**src/rtl/r_forward_arbiter_pkg.sv**
```systemverilog
// r_forward_arbiter_pkg: shared forward-channel constants, state encoding and clog2 helper
package r_forward_arbiter_pkg;
  localparam int DATA_W = 77;
  localparam int ADDR_MSB = 68;
  localparam int ADDR_LSB = 33;
  typedef enum logic {IDLE = 1'b0, BUSY = 1'b1} state_t;
  function automatic int clog2(input int v);
    int r;
    r = 0;
    while ((1 << r) < v) r++;
    return r;
  endfunction
endpackage

```
**src/rtl/r_forward_arbiter_if.sv**
```systemverilog
// r_forward_arbiter_if: upstream requesters, downstream forward channel and grant-order port
interface r_forward_arbiter_if
  import r_forward_arbiter_pkg::*;
#(
  parameter int N_PORTS = 4,
  parameter int ID_W = clog2(N_PORTS)
);
  logic [N_PORTS*DATA_W-1:0] DATAi;
  logic [N_PORTS-1:0] VALIDi;
  logic [N_PORTS-1:0] READYi;
  logic [DATA_W-1:0] DATAo;
  logic VALIDo;
  logic READYo;
  logic [ID_W-1:0] ORDER_ID;
  logic ORDER_VALID;
  logic ORDER_POP;
  modport master (
    output DATAi, VALIDi, READYo, ORDER_POP,
    input READYi, DATAo, VALIDo, ORDER_ID, ORDER_VALID
  );
  modport slave (
    input DATAi, VALIDi, READYo, ORDER_POP,
    output READYi, DATAo, VALIDo, ORDER_ID, ORDER_VALID
  );
endinterface

```
**src/rtl/r_forward_arbiter_order_fifo.sv**
```systemverilog
// r_order_fifo: in-order grant log with registered head/valid
module r_order_fifo
  import r_forward_arbiter_pkg::*;
#(
  parameter int W = 2,
  parameter int DEPTH = 8
) (
  input  logic         clk,
  input  logic         rst,
  input  logic         push_i,
  input  logic [W-1:0] din_i,
  input  logic         pop_i,
  output logic [W-1:0] head_o,
  output logic         valid_o,
  output logic         full_o
);
  localparam int AW = clog2(DEPTH);
  logic [W-1:0] mem_q [DEPTH];
  logic [AW-1:0] wr_q, wr_d, rd_q, rd_d;
  logic [AW:0] cnt_q, cnt_d;
  logic [W-1:0] head_q, head_d;
  logic valid_q, valid_d, empty, do_push, do_pop;
  assign full_o = cnt_q == (AW+1)'(DEPTH);
  assign empty = cnt_q == '0;
  assign head_o = head_q;
  assign valid_o = valid_q;
  // next pointers/count; a push into an otherwise-empty FIFO becomes the head directly
  always_comb begin
    do_push = push_i & ~full_o;
    do_pop = pop_i & ~empty;
    wr_d = wr_q + AW'(do_push);
    rd_d = rd_q + AW'(do_pop);
    cnt_d = cnt_q + (AW+1)'(do_push) - (AW+1)'(do_pop);
    valid_d = cnt_d != '0;
    head_d = !valid_d ? '0 : (do_push && cnt_q == (AW+1)'(do_pop)) ? din_i : mem_q[rd_d];
  end
  // pointer, count and registered head state
  always_ff @(posedge clk) begin
    if (rst) begin
      wr_q <= '0;
      rd_q <= '0;
      cnt_q <= '0;
      head_q <= '0;
      valid_q <= 1'b0;
    end else begin
      wr_q <= wr_d;
      rd_q <= rd_d;
      cnt_q <= cnt_d;
      head_q <= head_d;
      valid_q <= valid_d;
    end
  end
  // storage needs no reset; only entries below count are ever read
  always_ff @(posedge clk) begin
    if (do_push) mem_q[wr_q] <= din_i;
  end
endmodule

```
**src/rtl/r_forward_arbiter.sv**
```systemverilog
// r_forward_arbiter: round-robin arbiter onto one forward channel with grant-order log
module r_forward_arbiter
  import r_forward_arbiter_pkg::*;
#(
  parameter int N_PORTS = 4,
  parameter int ORDER_DEPTH = 8,
  parameter int ID_W = clog2(N_PORTS)
) (
  input logic CLK,
  input logic RST,
  r_forward_arbiter_if.slave bus
);
  state_t state_q;
  logic [ID_W-1:0] gnt_q, rr_q, pick;
  logic found, full, push, busy;
  assign busy = state_q == BUSY;
  // first valid requester at or above rr, wrapping; lowest offset wins
  always_comb begin
    pick = '0;
    found = 1'b0;
    for (int i = N_PORTS - 1; i >= 0; i--) begin
      if (bus.VALIDi[(int'(rr_q) + i) % N_PORTS]) begin
        pick = ID_W'((int'(rr_q) + i) % N_PORTS);
        found = 1'b1;
      end
    end
  end
  // unregistered forward mux driven by the held grant
  always_comb begin
    bus.VALIDo = busy & bus.VALIDi[gnt_q];
    bus.DATAo = busy ? bus.DATAi[DATA_W*int'(gnt_q) +: DATA_W] : '0;
    bus.READYi = busy ? N_PORTS'(bus.READYo) << gnt_q : '0;
    push = bus.VALIDo & bus.READYo;
  end
  // grant FSM: capacity is checked only at grant so the later push always fits
  always_ff @(posedge CLK) begin
    if (RST) begin
      state_q <= IDLE;
      gnt_q <= '0;
      rr_q <= '0;
    end else if (!busy) begin
      if (found && !full) begin
        gnt_q <= pick;
        rr_q <= (int'(pick) == N_PORTS - 1) ? '0 : pick + 1'b1;
        state_q <= BUSY;
      end
    end else if (push) begin
      state_q <= IDLE;
    end
  end
  r_order_fifo #(.W(ID_W), .DEPTH(ORDER_DEPTH)) u_order_fifo (
    .clk(CLK),
    .rst(RST),
    .push_i(push),
    .din_i(gnt_q),
    .pop_i(bus.ORDER_POP),
    .head_o(bus.ORDER_ID),
    .valid_o(bus.ORDER_VALID),
    .full_o(full)
  );
endmodule

```
**src/flat_wrapper.sv**
```systemverilog
// flat-port wrapper written by rule: the top's interface ports become plain ports
module r_forward_arbiter_flat import r_forward_arbiter_pkg::*;
#(
  parameter int N_PORTS = 4,
  parameter int ORDER_DEPTH = 8,
  parameter int ID_W = clog2(N_PORTS)
)
  (CLK, RST, bus_DATAi, bus_VALIDi, bus_READYo, bus_ORDER_POP, bus_READYi, bus_DATAo, bus_VALIDo, bus_ORDER_ID, bus_ORDER_VALID);
  r_forward_arbiter_if #(.N_PORTS(N_PORTS), .ID_W(ID_W)) bus_i ();
  input logic CLK;
  input logic RST;
  input wire logic [$bits(bus_i.DATAi)-1:0] bus_DATAi;
  input wire logic [$bits(bus_i.VALIDi)-1:0] bus_VALIDi;
  input wire logic [$bits(bus_i.READYo)-1:0] bus_READYo;
  input wire logic [$bits(bus_i.ORDER_POP)-1:0] bus_ORDER_POP;
  output wire logic [$bits(bus_i.READYi)-1:0] bus_READYi;
  output wire logic [$bits(bus_i.DATAo)-1:0] bus_DATAo;
  output wire logic [$bits(bus_i.VALIDo)-1:0] bus_VALIDo;
  output wire logic [$bits(bus_i.ORDER_ID)-1:0] bus_ORDER_ID;
  output wire logic [$bits(bus_i.ORDER_VALID)-1:0] bus_ORDER_VALID;
  assign bus_i.DATAi = bus_DATAi;
  assign bus_i.VALIDi = bus_VALIDi;
  assign bus_i.READYo = bus_READYo;
  assign bus_i.ORDER_POP = bus_ORDER_POP;
  assign bus_READYi = bus_i.READYi;
  assign bus_DATAo = bus_i.DATAo;
  assign bus_VALIDo = bus_i.VALIDo;
  assign bus_ORDER_ID = bus_i.ORDER_ID;
  assign bus_ORDER_VALID = bus_i.ORDER_VALID;
  r_forward_arbiter #(.N_PORTS(N_PORTS), .ORDER_DEPTH(ORDER_DEPTH), .ID_W(ID_W)) u_core (.CLK(CLK), .RST(RST), .bus(bus_i));
endmodule
```
**config.mk**
```make
export PLATFORM = sky130hd
export DESIGN_NAME = r_forward_arbiter_flat
export DESIGN_NICKNAME = d
export VERILOG_FILES = /design/src/rtl/r_forward_arbiter_pkg.sv /design/src/rtl/r_forward_arbiter_if.sv /design/src/rtl/r_forward_arbiter_order_fifo.sv /design/src/rtl/r_forward_arbiter.sv /design/src/flat_wrapper.sv
export SDC_FILE = /design/constraint.sdc
export NUM_CORES = 1
export LEC_CHECK = 0
export BUFFER_PORTS_ARGS = -buffer_cell sky130_fd_sc_hd__buf_2
export CORE_AREA = 4 4 154 156
export CTS_BUF_LIST = sky130_fd_sc_hd__clkbuf_16
export DETAILED_ROUTE_END_ITERATION = 10
export DIE_AREA = 0 0 158 160
export GPL_TIMING_DRIVEN = 0
export PLACE_DENSITY_LB_ADDON = 0.3
export SYNTH_ARGS = -nofsm -noshare
export SYNTH_HDL_FRONTEND = slang
export SYNTH_SLANG_ARGS = --single-unit
```
**constraint.sdc**
```tcl
create_clock -name CLK -period 3.8 [get_ports CLK]
set_clock_uncertainty 0.15 [all_clocks]
set_input_delay 1.14 -clock CLK [delete_from_list [all_inputs] [get_ports CLK]]
set_output_delay 1.14 -clock CLK [all_outputs]
set_load 0.02 [all_outputs]
```
==> metrics.yaml <==
outcome: "finished, final reports clean"
syn_area_um2: 4010
final_core_util_pct: 29.3
drcViolationCount: 0
syn-num-nets: 650
antenna_found_initial: 3
rsz0062_at_grt: "false"
wl_per_cell_um: 21.7
via_per_inst: 4.51
topRoutingLayerUsed: "met4"
portBuffers: 400
cp_data_required_time_ns: 2.51
met3_length_mm: 2.45
ys_warn_count: 0
design_area_um2: 6540
layout.nets: 1057
p_int_mw: 1.64
placed_area_um2: 6370
core-area_um2: 22400
syn_to_final_growth_pct: 63.0
grt-ovfl-total: 0
drive_gt1_share_pct: 70.5
startpoint_type: "flip-flop"
ir_worst_vdd_v: 0.000285
p_leak_nw: 3.12
grt_pass1_vias: 4882
cts_tree: "built"
drv_slew: 0
async_flop_share_pct: 0
pwr_density_cell_nw_per_um2: 443
hold_viol: 0
initial_core_util_pct: 17.9
fin_tns_setup_ns: 0
synth_seq_cells: 34
cts-hold-fix-buffers: 0
layout_min_cycle_time_ns: 3.64
numCtsBuffers: 5
synth_cell_types: 48
drv_cap: 0
setup_violations: 0
wl_met2_mm: 10.3
switching_share_pct: 43.5
gr-usage-all-layers_pct: 16.3
synth-seq-area-share_pct: 20.9
die_y_um: 160
syn_avg_cell_area_um2: 12.4
dr_total_vias: 4596
io_pins: 401
cts.sinks: 34
clk_pin_slew_ns: 0.05
die_w_um: 158
insertion_delay_ns: 0.27
crit_path_end_kind: "primary output"
path_class: "reg2out"
p_seq_share_pct: 17.4
wirelength_mm: 22.2
wl_met1_mm: 9.08
total_power_mw: 2.90
die_area_um2: 25300
worst_ep_arrival_time_ns: 2.35
max_freq_mhz: 275
min_period_over_period_pct: 95.8
ys.flop_type: "dfxtp_1"
row_count: 55
grt_start_max_net_pins: 12
hpwl_mm: 19.6
worst_slew_pin_slew_ns: 0.810
p_comb_share_pct: 69.8
drtIter0Drc: 299
mostFrequentLayoutCell: "buf_2"
r2r_slack_ns: 0.56
clockBufferDepth: 2
p_sw_mw: 1.26
p_clk_share_pct: 12.8
max_slew_margin_pct: 46.0
grt_pass1_wl_mm: 30.6
dr.pass1.iters: 4
cp_max_fo: 10
final_cell_mix: "405 x buf_2, 82 x mux4_2, 79 x and2_1, 17 x dfxtp_1, 16 x edfxtp_1"
place_congestion: 0.873
hold_class: "reg2reg"
clockRootBuffer: "clkbuf_16"
cts_htree_levels: 2
syn_inst: 323
synth_enable_flop_cells: 16
ant_nets: 0
==> critical path, stage by stage, from the launching register on <==
cell,delay (ns)
dfxtp_1,0.51
buf_2,0.43
buf_2,0.35
mux4_2,0.44
and2_1,0.19
buf_2,0.15
==> stage by stage <==
stage / std cells / hold slack [ns] / worst slack (ns)
after floorplan: 323 / 0.363 / 0.265
after global placement: 1008 / 0.392 / -0.185
after detailed placement: 1008 / 0.402 / -0.199
after CTS: 1016 / 0.409 / 0.00857
after global routing: 1018 / 0.435 / 0.0172
final: 1019 / 0.412 / 0.160
==> worst paths after layout <==
| check | start | cells past startpoint | endpoint |
|---|---|---|---|
| min | u_core.rr_q[0] | 2 | u_core.rr_q[0] |
| min reg2reg | u_core.rr_q[0] | 2 | u_core.rr_q[0] |
| max reg2reg | u_core.busy | 10 | u_core.u_order_fifo.head_o[1] |
| max | u_core.gnt_q[1] | 5 | bus_DATAo[36] |
==> area by class of cell <==
| type | instances | area (um2) |
|---|---|---|
| Tap cell | 285 | 357 |
| Multi-Input combinational cell | 249 | 2990 |
| Clock buffer | 5 | 125 |
| Timing Repair Buffer | 400 | 2000 |
| Antenna cell | 3 | 7.51 |
| Clock inverter | 3 | 13.8 |
| Buffer | 29 | 164 |
| Fill cell | 2391 | 15800 |
| Inverter | 11 | 41.3 |
| Sequential cell | 34 | 842 |
==> registers in the layout, indices dropped and copies added (netlist names) <==
| name | count |
|---|---|
| u_core.u_order_fifo.rd_q | 3 |
| u_core.u_order_fifo.valid_o | 1 |
| u_core.u_order_fifo.head_o | 2 |
| u_core.u_order_fifo.wr_q | 3 |
| u_core.u_order_fifo.cnt_q | 4 |
| u_core.rr_q | 2 |
| u_core.u_order_fifo.mem_q | 16 |
| u_core.busy | 1 |
| u_core.gnt_q | 2 |
==> power groups by stage <==
| stage | registers (mW) | clock network, mW | logic [mW] |
|---|---|---|---|
| 2_1_floorplan | 0.512 | 0 | 1.30 |
| 3_5_place_dp | 0.511 | 0 | 2.02 |
| 5_1_grt | 0.517 | 0.399 | 2.20 |
| 3_3_place_gp | 0.510 | 0 | 2.02 |
| 4_1_cts | 0.505 | 0.383 | 2.04 |
| 6_report | 0.505 | 0.370 | 2.02 |
==> per-layer routing <==
metal / track usage [%] / vias to the layer above
li1: - / 2090
met4: 3.30 / 0
met1: 21.9 / 2249
met5: 0 / -
met2: 26.3 / 240
met3: 4.42 / 17
==> synthesized netlist by cell type, types with 2 or more instances <==
master    number  area share, %
a211oi_1       2           0.37
a21oi_2        2           0.44
and2_1        79             12
buf_1          6           0.56
buf_2          8            1.0
buf_4          3           0.56
clkbuf_1      11            1.0
dfxtp_1       18            9.0
edfxtp_1      16             12
ha_1          10            3.1
inv_1         11            1.0
mux2i_1        3           0.75
mux4_2        81             45
nand2_1        5           0.47
nand2b_1       4           0.62
nand2b_4       2           0.69
nand3_1        3           0.37
nor2_1        13            1.2
nor2b_1       10            1.6
nor3_1         6           0.75
o21bai_1       2           0.37
xor2_1         2           0.44
==> timing repair <==
| action | 4_1_cts | 5_1_grt |
|---|---|---|
| setup endpoints to repair | 18 | 60 |
| pin swaps | 0 | 0 |
| buffers inserted | 0 | 0 |
| resized for setup | 6 | 11 |
==> cells by family after synthesis <==
kind of cell,Yosys count,share of synthesized area (%)
AOI/OAI and AO/OA,19,3.68
xor gates and xnor gates,3,0.655
adders and majority gates,11,3.62
buffers and inverters,40,4.46
DFF,34,20.9
muxes,85,46.9
and+or+nand+nor,131,19.8
No activity file was read; power rests on OpenSTA's default activity.
